[config.mk]
export PLATFORM = sky130hd
export DESIGN_NAME = instr_reg_sched
export DESIGN_NICKNAME = d
export VERILOG_FILES = /design/src/rtl/instr_register_pkg.sv /design/src/rtl/rr_arb2.sv /design/src/rtl/instr_reg_sched.sv
export SDC_FILE = /design/constraint.sdc
export NUM_CORES = 1
export LEC_CHECK = 0
export ABC_AREA = 1
export ABC_CLOCK_PERIOD_IN_PS = 2200
export CORE_AREA = 3 3 144 146
export CTS_BUF_LIST = sky130_fd_sc_hd__clkbuf_8
export CTS_CLUSTER_DIAMETER = 80
export DETAILED_ROUTE_END_ITERATION = 7
export DIE_AREA = 0 0 147 149
export PLACE_DENSITY = 0.82
export SETUP_SLACK_MARGIN = 0.15
export SYNTH_ARGS = -nofsm -noshare
export SYNTH_HDL_FRONTEND = slang
export SYNTH_HIERARCHICAL = 1
export SYNTH_SLANG_ARGS = --single-unit
[constraint.sdc]
create_clock -name clk -period 2.2 [get_ports clk]
set_clock_uncertainty 0.1 [all_clocks]
set_input_delay 0.44 -clock clk [delete_from_list [all_inputs] [get_ports clk]]
set_output_delay 0.44 -clock clk [all_outputs]
set_load 0.1 [all_outputs]
[src/rtl/instr_register_pkg.sv]
// Shared instruction-register types plus the issue-scheduler state encoding.
package instr_register_pkg;

   typedef enum logic [3:0] {
      ZERO  = 4'd0,
      PASSA = 4'd1,
      PASSB = 4'd2,
      ADD   = 4'd3,
      SUB   = 4'd4,
      MULT  = 4'd5,
      DIV   = 4'd6,
      MOD   = 4'd7
   } opcode_t;

   typedef logic signed [31:0] operand_t;

   typedef struct packed {
      opcode_t  opc;
      operand_t op_a;
      operand_t op_b;
   } instruction_t;

   typedef enum logic [1:0] {
      IDLE  = 2'd0,
      FETCH = 2'd1,
      ISSUE = 2'd2
   } sched_state_t;

endpackage

[src/rtl/rr_arb2.sv]
// Two-way round-robin arbiter; on contention the requester not granted last time wins.
module rr_arb2 (
   input  logic       clk,
   input  logic       reset,
   input  logic [1:0] req,
   input  logic       en,
   output logic [1:0] grant
);

   logic last_r;   // 1'b1: requester 1 held the most recent grant

   // grant selection
   always_comb begin
      grant = 2'b00;
      case (req)
         2'b01:   grant = 2'b01;
         2'b10:   grant = 2'b10;
         2'b11:   grant = last_r ? 2'b01 : 2'b10;
         default: grant = 2'b00;
      endcase
   end

   // last-grant history, updated only when a grant is actually taken
   always_ff @(posedge clk) begin
      if (reset) begin
         last_r <= 1'b1;
      end else if (en && (grant != 2'b00)) begin
         last_r <= grant[1];
      end else begin
         last_r <= last_r;
      end
   end

endmodule

[src/rtl/instr_reg_sched.sv]
// In-order queue over the instruction register: arbitrated writes in, FETCH/ISSUE
// scheduler out to the ALU.
module instr_reg_sched
   import instr_register_pkg::*;
#(
   parameter int DEPTH = 32,
   parameter int PTR_W = $clog2(DEPTH)
) (
   input  logic               clk,
   input  logic               reset,
   input  logic               flush,
   input  logic [1:0]         req_valid,
   output logic [1:0]         req_ready,
   input  opcode_t            req_opcode [1:0],
   input  operand_t           req_op_a   [1:0],
   input  operand_t           req_op_b   [1:0],
   output logic               ir_load_en,
   output logic [PTR_W-1:0]   ir_write_pointer,
   output opcode_t            ir_opcode,
   output operand_t           ir_operand_a,
   output operand_t           ir_operand_b,
   output logic [PTR_W-1:0]   ir_read_pointer,
   input  instruction_t       ir_instr_word,
   output logic               iss_valid,
   input  logic               iss_ready,
   output instruction_t       iss_instr,
   output logic [PTR_W:0]     occupancy
);

   localparam int CNT_W = PTR_W + 1;

   logic [PTR_W-1:0] wr_ptr_r;
   logic [PTR_W-1:0] rd_ptr_r;
   logic [CNT_W-1:0] count_r;
   logic [CNT_W-1:0] count_nx_s;
   logic             ir_load_en_r;
   opcode_t          ir_opcode_r;
   operand_t         ir_operand_a_r;
   operand_t         ir_operand_b_r;
   sched_state_t     state_r;
   sched_state_t     state_nx_s;
   logic             iss_valid_r;
   logic             iss_valid_nx_s;
   instruction_t     iss_instr_r;
   instruction_t     iss_instr_nx_s;
   logic [1:0]       grant_s;
   logic             full_s;
   logic             accept_s;
   logic             win_s;
   logic             issue_s;

   rr_arb2 u_arb (
      .clk   (clk),
      .reset (reset),
      .req   (req_valid),
      .en    (accept_s),
      .grant (grant_s)
   );

   // The in-flight commit is counted early so a full queue is never over-accepted.
   assign full_s    = (count_r + CNT_W'(ir_load_en_r)) == CNT_W'(DEPTH);
   assign req_ready = grant_s & {2{~full_s & ~flush & ~reset}};
   assign accept_s  = |(req_valid & req_ready);
   assign win_s     = grant_s[1];
   assign issue_s   = iss_valid_r & iss_ready;

   // committed-slot count: +1 on commit, -1 on issue
   always_comb begin
      count_nx_s = count_r;
      if (flush) begin
         count_nx_s = CNT_W'(0);
      end else begin
         count_nx_s = count_r + CNT_W'(ir_load_en_r) - CNT_W'(issue_s);
      end
   end

   // issue FSM next state and registered-output next values
   always_comb begin
      state_nx_s     = state_r;
      iss_valid_nx_s = iss_valid_r;
      iss_instr_nx_s = iss_instr_r;
      if (flush) begin
         state_nx_s     = IDLE;
         iss_valid_nx_s = 1'b0;
      end else begin
         case (state_r)
            IDLE: begin
               if (count_r != CNT_W'(0)) begin
                  state_nx_s = FETCH;
               end else begin
                  state_nx_s = IDLE;
               end
            end
            FETCH: begin
               iss_instr_nx_s = ir_instr_word;
               iss_valid_nx_s = 1'b1;
               state_nx_s     = ISSUE;
            end
            ISSUE: begin
               if (iss_ready) begin
                  iss_valid_nx_s = 1'b0;
                  state_nx_s     = (count_nx_s != CNT_W'(0)) ? FETCH : IDLE;
               end else begin
                  state_nx_s = ISSUE;
               end
            end
            default: begin
               state_nx_s     = IDLE;
               iss_valid_nx_s = 1'b0;
            end
         endcase
      end
   end

   // state, pointers, count and write-data registers
   always_ff @(posedge clk) begin
      if (reset) begin
         state_r        <= IDLE;
         iss_valid_r    <= 1'b0;
         iss_instr_r    <= '0;
         count_r        <= CNT_W'(0);
         wr_ptr_r       <= PTR_W'(0);
         rd_ptr_r       <= PTR_W'(0);
         ir_load_en_r   <= 1'b0;
         ir_opcode_r    <= ZERO;
         ir_operand_a_r <= 32'sd0;
         ir_operand_b_r <= 32'sd0;
      end else begin
         state_r      <= state_nx_s;
         iss_valid_r  <= iss_valid_nx_s;
         iss_instr_r  <= iss_instr_nx_s;
         count_r      <= count_nx_s;
         ir_load_en_r <= accept_s;
         if (accept_s) begin
            ir_opcode_r    <= req_opcode[win_s];
            ir_operand_a_r <= req_op_a[win_s];
            ir_operand_b_r <= req_op_b[win_s];
         end
         if (flush) begin
            wr_ptr_r <= PTR_W'(0);
            rd_ptr_r <= PTR_W'(0);
         end else begin
            if (ir_load_en_r) wr_ptr_r <= wr_ptr_r + PTR_W'(1);
            if (issue_s)      rd_ptr_r <= rd_ptr_r + PTR_W'(1);
         end
      end
   end

   assign ir_load_en       = ir_load_en_r;
   assign ir_write_pointer = wr_ptr_r;
   assign ir_opcode        = ir_opcode_r;
   assign ir_operand_a     = ir_operand_a_r;
   assign ir_operand_b     = ir_operand_b_r;
   assign ir_read_pointer  = rd_ptr_r;
   assign iss_valid        = iss_valid_r;
   assign iss_instr        = iss_instr_r;
   assign occupancy        = count_r;

endmodule

==> After elaboration in Yosys (flattened, before gate mapping) <==
Cells that the tools add are included.
Widths: inputs -> output; s select.
{ "totals": {"ff_bits": 157, "latchBits": 0, "mem_bits_rw": 0, "rom_bits": 0, "wordCells": 58, "memories": 0} }
{ "op_classes": {"addsub": 4, "multipliers": 0, "div_mod_pow": 0, "n_lt_le_gt_ge": 1, "eq_ne": 7, "shift": 0, "muxes": 15, "n_bitwise": 9, "reduce_logical": 9} }
{ "op_table": {"columns": ["operator", "count"], "rows": [
  ["$mux 32", 4],
  ["$pmux 2 s3", 2],
  ["$reduce_bool 6->1", 2],
  ["$add 5x1->5 const B", 2],
  ["$mux 4", 2],
  ["$add 6x1->6", 1],
  ["$eq 2x2->1 const B", 3],
  ["$eq 6x6->1 const B", 1],
  ["$mux 6", 1],
  ["$sub 6x1->6", 1],
  ["$and 2x2->2", 2],
  ["$eq 2x1->1 const B", 2],
  ["$mux 2", 2],
  ["$not 1->1", 4],
  ["$reduce_and 2->1", 2],
  ["$reduce_or 2->1", 2],
  ["$and 1x1->1", 3],
  ["$mux 1", 3],
  ["$pmux 1 s3", 1],
  ["$logic_not 2->1", 1],
  ["$lt 1x2->1 const B", 1],
  ["$ne 2x2->1 const B", 1],
  ["$reduce_bool 2->1", 1],
  ["$logic_and 1x1->1", 1]
]} }

==> Longest topological paths before layout <==
Gate-level depths: netlist of run 1.
{ "depth": {"ltp_word": 9, "mapped_depth": 15} }

==> By module <==
The synthesis of run 1 kept the hierarchy.
{ "by_module_without_submodules": {"columns": ["module", "n_inst", "cells_each", "area_each_um2", "seq_area_each_um2"], "rows": [
  ["instr_reg_sched", 1, 1052, 7302.0, 3123.0],
  ["rr_arb2", 1, 9, 60.1, 20.0]
]} }

==> Worst setup path after synthesis of run 1 <==
No wires, ideal clock.
{ "synth_timing": {"path_type": "register to output", "startpoint": "register ir_load_en_r (netlist: ir_load_en)", "endpoint": "output req_ready[0]", "t_arrival_ns": 3.412, "t_required_ns": 1.660, "setup_slack_ns": -1.752, "path_stages_with_launch": 8, "n_path_buf": 0, "cell_sequence": "dfxtp_1 -> ha_1 -> ha_1 -> nand3_1 -> xor2_2 -> nand3_2 -> nand2_1 -> nor2_1"} }
{ "synth_between": {"elab_chain_cells": 6} }
{ "synth_lines": {"columns": ["item", "line_no", "text"], "rows": [
  ["start: declaration", "instr_reg_sched.sv:36", "logic ir_load_en_r;"],
  ["start signal: assignment", "instr_reg_sched.sv:133", "ir_load_en_r <= accept_s;"],
  ["$add 6x1->6", "instr_reg_sched.sv:61", "assign full_s = (count_r + CNT_W'(ir_load_en_r)) == CNT_W'(DEPTH);"],
  ["$eq 6x6->1", "instr_reg_sched.sv:61", null],
  ["$not 1->1", "instr_reg_sched.sv:62", "assign req_ready = grant_s & {2{~full_s & ~flush & ~reset}};"],
  ["$and 1x1->1 (2 in series)", "instr_reg_sched.sv:62", null],
  ["$and 2x2->2", "instr_reg_sched.sv:62", null],
  ["end: declaration", "instr_reg_sched.sv:13", "output logic [1:0] req_ready,"]
]} }
No other way between the ends.

==> Worst setup path after layout of run 1 <==
{ "layout_timing": {"startpoint": "register count_r[0] (netlist: occupancy[0])", "endpoint": "register ir_operand_b_r[27] (netlist: ir_operand_b[27])"} }
{ "layout_between": {"elab_chain_cells": 8} }
{ "layout_lines": {"columns": ["item", "line_no", "text"], "rows": [
  ["start: declaration", "instr_reg_sched.sv:34", "logic [CNT_W-1:0] count_r;"],
  ["start signal: assignment", "instr_reg_sched.sv:132", "count_r <= count_nx_s;"],
  ["$add 6x1->6", "instr_reg_sched.sv:61", null],
  ["$eq 6x6->1", "instr_reg_sched.sv:61", null],
  ["$not 1->1", "instr_reg_sched.sv:62", null],
  ["$and 1x1->1 (2 in series)", "instr_reg_sched.sv:62", null],
  ["$and 2x2->2", "instr_reg_sched.sv:62", null],
  ["$and 2x2->2", "instr_reg_sched.sv:63", "assign accept_s = |(req_valid & req_ready);"],
  ["$reduce_or 2->1", "instr_reg_sched.sv:63", null],
  ["end signal: assignment", "instr_reg_sched.sv:137", "ir_operand_b_r <= req_op_b[win_s];"],
  ["end: declaration", "instr_reg_sched.sv:39", "operand_t ir_operand_b_r;"]
]} }
No other way between the ends.
A chain may end at the register's enable or synchronous reset.

==> out/metrics.csv, run 1 <==
stage,metric,value,unit
floorplanning,die area,0.02190,mm^2
setup_path,crit-path cells,ha_4 > ha_4 > inv_2 > nand2_2 > nand2_2 > nand3_2 > nor2_4 > nand3_4 > buf_6 > buf_6 > buf_6 > nand4_4 > buf_12 > buf_12 > buf_8 > buf_8 > nand3b_1 > nand2_1 > nor2_1,
yosys,mapped cell area,0.007362,mm^2
floorplanning,initial cell density of the core,37.70,%
sta,Slew @ Worst Pin,0.7618,ns
setup_path,R2R cell count,19,
global_route,largest net degree at the start of global routing,72,
yosys,Syn Inst Count,1061,
floorplanning,num rows,51,
finish,P&R area growth vs syn,74.59,%
worst_hold_path,Min-Delay Endpoint,ir_read_pointer[1],
sta,Hold Slack,0.3342,ns
placement,Post-DP HPWL,18.97,mm
setup_path,critical-path maximum fanout,7,
yosys,prevailing post-synth register cell,dfxtp_1,
yosys,Post-synth ARST share,0,%
yosys,Synth Area in Compound Gates,10.62,%
setup_path,Worst path top cell family by delay,buffers and inverters,
yosys,XOR/XNOR Fraction of Synth Area,0.3399,%
sta,setup ws final,-0.3107,ns
worst_hold_path,Hold Path Class,input port to register,
sta,endpoints failing setup,72,
route,total wire length,31.42,mm
yosys,number of synthesized register bits,157,
yosys,most frequent cell after synthesis,nand2_1,
setup_path,Required @ worst endpoint,2.45,ns
clocking,htree depth,4,
setup_path,Worst Path Arrival,2.76,ns
yosys,post-synthesis simple-gate area fraction,37.70,%
setup_path,crit end category,register,
finish,Util after Layout,65.83,%
route,Avg WL per Cell,18.03,um
yosys,number of enable flip-flop cells after synthesis,0,
yosys,top cell type's share of synthesized area,42.69,%
route,drt pass-1 iters,5,
sta,Tmin final,2.511,ns
yosys,synthesized net count,1278,
clocking,clk slew on worst S/H paths,0.11,ns
route,drt via density,5.095,
sta,fmax,0.3983,GHz
yosys,Area contributors post-synth,"dfxtp_1 43%, nand2_1 19%, a21oi_1 9.7%",
route,via count,8880,
status,failing checks,negative setup slack,
yosys,sequential area share after synthesis,42.69,%
route,post-route ant nets,0,
finish,share of cells above drive strength 1,24.34,%
floorplanning,IO Count,366,
setup_path,Crit path largest cell delay,0.37,ns
global_route,first-pass GRT wire length,44.42,mm
finish,nets@finish,1679,
clocking,maximum clock path buffer count,2,
yosys,yosys warns,6,
yosys,Synth top cells by count,"368 x nand2_1, 157 x dfxtp_1, 143 x a21oi_1",
placement,PortBufs,365,
setup_path,WP buf/inv,8,
floorplanning,total core area,0.01953,mm^2
yosys,"Avg Cell Area, Syn",6.939,um^2
run,maxcap violations,0,
status,status,"finished, violations left",
setup_path,Reg2Reg Setup Slack,-0.31,ns
clocking,Root Driver,clkbuf_8,
placement,gpl congestion,0.8735,
yosys,synth unique cells,32,
global_route,vias in the first global route,8315,
setup_path,Reg-to-Reg End,ir_operand_b[27],
yosys,Synth Area in Adders,1.190,%
route,DRC viols,0,
clocking,Num CTS Buffers,17,
sta,RSZ-0062 raised after global routing,true,
sta,Slew Limit Fails,0,
yosys,main combinational cell family by area after synthesis,simple AND/OR/NAND/NOR gates,
worst_hold_path,HP Start,reset,
global_route,initial antenna violation count,3,
setup_path,Reg-to-Reg Start,occupancy[0],
power,Static Leak,5.847,nW
global_route,total track usage,25.40,%
power,Peak VDD IR,0.0003710,V
placement,Place WS,-0.08290,ns
yosys,Synth area leader,dfxtp_1,
clocking,clk_lat worst skew,0.46,ns
sta,Tcrit/Tclk final,114.1,%
global_route,grt total ovfl,0,
clocking,clock sink count,157,
route,1st-iter DRT viols,541,
sta,Max-slew headroom,49.21,%
power,Power Density,524.1,mW/mm^2
yosys,mux cell area share after synthesis,0,%
setup_path,CP Class,register to register,
floorplanning,Die W,147,um
worst_hold_path,Hold Path Stages,5,
finish,fill cell count,1577,
setup_path,CP max-delay cell,dfxtp_4,
setup_path,CP most frequent cell,buf_6,
clocking,TritonCTS clock tree,built,
floorplanning,die height,149,um
setup_path,critical path startpoint category,register,
sta,Final Hold Viols,0,
[through the flow]
step	total power, W	cell area [um^2]	setup TNS, ns	std cells
global placement	0.004538	11030	-0.03800	1646
global route	0.007018	12850	-25.95	1743
detailed placement	0.004550	11030	-1.979	1646
floorplan	0.003919	7442	-0.5007	1061
finish	0.006736	12850	-17.27	1743
CTS	0.006690	12230	-16.48	1719
[worst max path at each step]
stage / from / endpoint / slack [ns] / cells past startpoint
CTS: occupancy[0] / req_ready[1] / -0.32 / 11
global route: occupancy[0] / ir_operand_b[12] / -0.42 / 19
global placement: req_valid[0] / ir_operand_a[6] / -0.01 / 8
floorplan: ir_load_en / req_ready[0] / -0.25 / 7
finish: occupancy[0] / ir_operand_b[27] / -0.31 / 19
detailed placement: iss_ready / state_r[0] / -0.08 / 11
[worst register-to-register path, delay by kind of cell, from the launching register on]
family / cells / cell delay (ns)
DFF: 1 / 0.37
and+or+nand+nor: 9 / 0.70
adders and majority gates: 2 / 0.32
buffers and inverters: 8 / 0.89
[layout make-up]
type | instances | area, um^2 | share of cell area [%]
antenna | 3 | 7.507 | 0.05841
clock inverter | 15 | 131.4 | 1.022
tap | 265 | 331.6 | 2.580
clock buffer | 17 | 234.0 | 1.820
multi-input combinational | 792 | 3981 | 30.97
inverter | 30 | 112.6 | 0.8761
sequential | 157 | 3161 | 24.59
timing repair buffer | 464 | 4895 | 38.08
[per-layer routing]
layer	GRT usage (%)	routed length [um]	up-vias
met2	42.71	15640	433
met5	0	0	-
met4	12.02	1224	0
met1	28.23	11530	4122
li1	-	-	4257
met3	10.15	3030	68
[timing repair]
item	4_1_cts	5_1_grt
endpoints found under the setup margin	71	73
buffers inserted	25	7
cloned	16	14
pin swaps	12	32
hold buffers	0	0
resized for setup	49	57
[sequential cells by signal (all words and copies together), names as in the netlist, 2 cells and up]
signal,flops
iss_instr,68
ir_operand_a,32
ir_operand_b,32
occupancy,6
ir_read_pointer,5
ir_write_pointer,5
ir_opcode,4
state_r,2
[placed cells by master (no fill, tap or decap), types with 6 or more instances in the layout]
master / n
buf_4: 187
clkdlybuf4s50_1: 208
nand3_1: 83
a21oi_1: 111
buf_6: 14
nor3_1: 6
nor2_1: 87
nand3b_1: 68
nand2_2: 9
clkbuf_8: 17
nand2_1: 359
inv_1: 26
buf_12: 20
buf_16: 18
dfxtp_1: 149
a21oi_2: 27
clkbuf_16: 11
[report_power, final]
group	internal, W	switching [W]	total [W]
registers	0.00291	0.0000400	0.00295
clock network	0.000822	0.00126	0.00208
logic	0.000687	0.00102	0.00171
total	0.00442	0.00232	0.00674
[cells by family (layout without fill, tap and decap cells)]
kind of cell               count (synthesis)  after routing
AOI/OAI and AO/OA                        154            154
xor gates and xnor gates                   2              2
adders and majority gates                  7              7
buffers and inverters                    112            526
DFF                                      157            157
other                                      0              3
and+or+nand+nor                          629            629
(Power assumes the default switching activity.)
==> inputs of run 2 (changes only) <==
ABC_CLOCK_PERIOD_IN_PS = 3300   (was 2200)
PLACE_DENSITY = 0.79   (was 0.82)
clock period = 3.3 ns   (was 2.2 ns; I/O delays follow)
==> run 2 against run 1 <==
- the flow now finishes without violations
- flip-flop and latch count unchanged
- worst setup slack gained 0.66 ns
- first-iteration DRC count fell by 42%
- final cell count decreased by 4.9%
- sequential share of layout area up 3.6 points
- sequential power shrank 33%
- combinational power fell by 42%
- critical path depth fell by 8
- largest cell class is now multi-input combinational cells
==> out/metrics.csv, run 2 (synthesis results as in run 1) <==
stage,metric,value,unit,change
setup_path,Required @ worst endpoint,2.54,ns,+0.09 ns
power,Power Density,394.5,mW/mm^2,-25%
finish,"commonest non-fill, non-tap cells in the layout","366 x nand2_1, 208 x clkdlybuf4s50_1, 166 x buf_4",,
sta,fmax,0.3384,GHz,
global_route,vias in the first global route,7594,,-8.7%
worst_hold_path,Hold Path Class,register to register,,
finish,P&R area growth vs syn,51.73,%,
route,drt pass-1 iters,5,,unchanged
floorplanning,die height,149,um,unchanged
global_route,grt total ovfl,0,,unchanged
sta,Final Hold Viols,0,,unchanged
status,status,completed,,
finish,share of cells above drive strength 1,16.02,%,-8.3 points
floorplanning,total core area,0.01953,mm^2,unchanged
placement,gpl congestion,0.8115,,-7.1%
clocking,clk slew on worst S/H paths,0.10,ns,about the same
clocking,CTS Hold Bufs,0,,unchanged
placement,PortBufs,365,,unchanged
finish,Largest register FFs,68,,unchanged
sta,Tcrit/Tclk final,89.53,%,
power,Peak VDD IR,0.0002177,V,-41%
finish,n_diodes,0,,-3
sta,Tmin final,2.955,ns,
setup_path,CP max-delay cell,dfxtp_4,,
sta,Slew @ Worst Pin,0.7903,ns,+0.02852 ns
global_route,first-pass GRT wire length,38.95,mm,-12%
setup_path,CP Class,register to output pin,,
finish,nets@finish,1596,,-4.9%
placement,Post-DP HPWL,17.83,mm,-6.0%
sta,Slew Limit Fails,0,,unchanged
power,power consumption,0.004407,W,-35%
finish,"most common cell after layout, fill and taps aside",nand2_1,,
route,post-route ant nets,0,,unchanged
floorplanning,Die W,147,um,unchanged
global_route,total track usage,21.72,%,-3.7 points
setup_path,crit end category,output pin,,
route,1st-iter DRT viols,313,,-42%
clocking,TritonCTS clock tree,built,,
sta,Fin Setup TNS,0,ns,+17.27 ns
clocking,htree depth,4,,unchanged
sta,endpoints failing setup,0,,-100%
route,total wire length,24.88,mm,-21%
global_route,largest net degree at the start of global routing,139,,+93%
floorplanning,IO Count,366,,unchanged
setup_path,CP most frequent cell,ha_1,,
global_route,initial antenna violation count,0,,-3
sta,Max-slew headroom,47.31,%,-1.9 points
setup_path,critical-path maximum fanout,9,,+2
floorplanning,initial cell density of the core,37.70,%,unchanged
floorplanning,num rows,51,,unchanged
clocking,clock sink count,157,,unchanged
clocking,Root Driver,clkbuf_8,,
power,Static Leak,5.078,nW,-13%
route,Avg WL per Cell,15.02,um,-17%
setup_path,Worst Path Arrival,2.19,ns,-0.57 ns
route,via count,8066,,-9.2%
clocking,maximum clock path buffer count,2,,unchanged
clocking,clk_lat worst skew,0.44,ns,-0.02 ns
setup_path,Crit path largest cell delay,0.39,ns,+0.02 ns
route,drt via density,4.868,,-4.5%
route,DRC viols,0,,unchanged
run,maxcap violations,0,,unchanged
clocking,Num CTS Buffers,17,,unchanged
sta,RSZ-0062 raised after global routing,false,,
setup_path,critical path startpoint category,register,,
floorplanning,die area,0.02190,mm^2,unchanged
setup_path,crit-path cells,ha_1 > ha_1 > inv_1 > nand2_1 > nand2_2 > nand3_1 > nor2_2 > nand3_4 > nand2_4 > nor2_4 > buf_12,,
==> run 2: timing repair <==
| action | CTS | global route |
|---|---|---|
| resized for setup | 1 | 3 |
| buffers inserted | 0 | 3 |
| endpoints found under the setup margin | 2 | 2 |
| gates cloned | 0 | 0 |
==> run 2: metrics by stage <==
stage / setup slack (ns) / cell area [um^2] / hold WS [ns] / util, % / cells
2_1_floorplan: 0.2168 / 7381 / 0.3573 / - / 1061
3_3_place_gp: 0.5095 / 10750 / 0.3402 / 55.03 / 1622
3_5_place_dp: 0.4337 / 10750 / 0.3534 / 55.03 / 1622
4_1_cts: 0.1984 / 11130 / 0.3670 / 57.02 / 1654
5_1_grt: 0.1605 / 11170 / 0.3863 / 57.21 / 1657
6_report: 0.3453 / 11170 / 0.3654 / 57.21 / 1657
==> run 2: where the power goes <==
| part | internal (W) | total (W) | switching, W |
|---|---|---|---|
| sequential | 0.00194 | 0.00197 | 0.0000250 |
| combinational | 0.000382 | 0.00100 | 0.000618 |
| clock | 0.000622 | 0.00144 | 0.000818 |
| total | 0.00295 | 0.00441 | 0.00146 |
==> run 2: final cells by class <==
type                       instances  area, um^2
clock buffer                      17       234.0
clock inverter                    15       151.4
fill                            1837        8356
inverter                          30       112.6
multi-input combinational        792        3739
sequential                       157        3149
tap                              265       331.6
timing repair buffer             381        3453
==> run 2: critical path: cells and delay by family (launching register included) <==
| kind | cells | cell delay (ns) |
|---|---|---|
| AND/OR/NAND/NOR | 7 | 0.65 |
| adder cells (fa/ha/maj) | 2 | 0.48 |
| flip-flops | 1 | 0.39 |
| buffers and inverters | 2 | 0.22 |
==> run 2: metal layers <==
layer	up-vias	track usage, %	routed length [um]
met5	-	0	0
met4	0	5.732	476
met3	27	7.566	2167
met2	292	38.76	12560
met1	3671	24.84	9676
li1	4076	-	-
==> run 2: worst paths after layout <==
path / startpoint / endpoint / slack, ns / cells after the start
worst max-delay path: ir_load_en / req_ready[0] / 0.35 / 11
worst min-delay path: iss_instr[40] / iss_instr[40] / 0.37 / 2
worst max register to register: ir_load_en / ir_operand_a[11] / 0.62 / 14
worst min register to register: iss_instr[40] / iss_instr[40] / 0.37 / 2
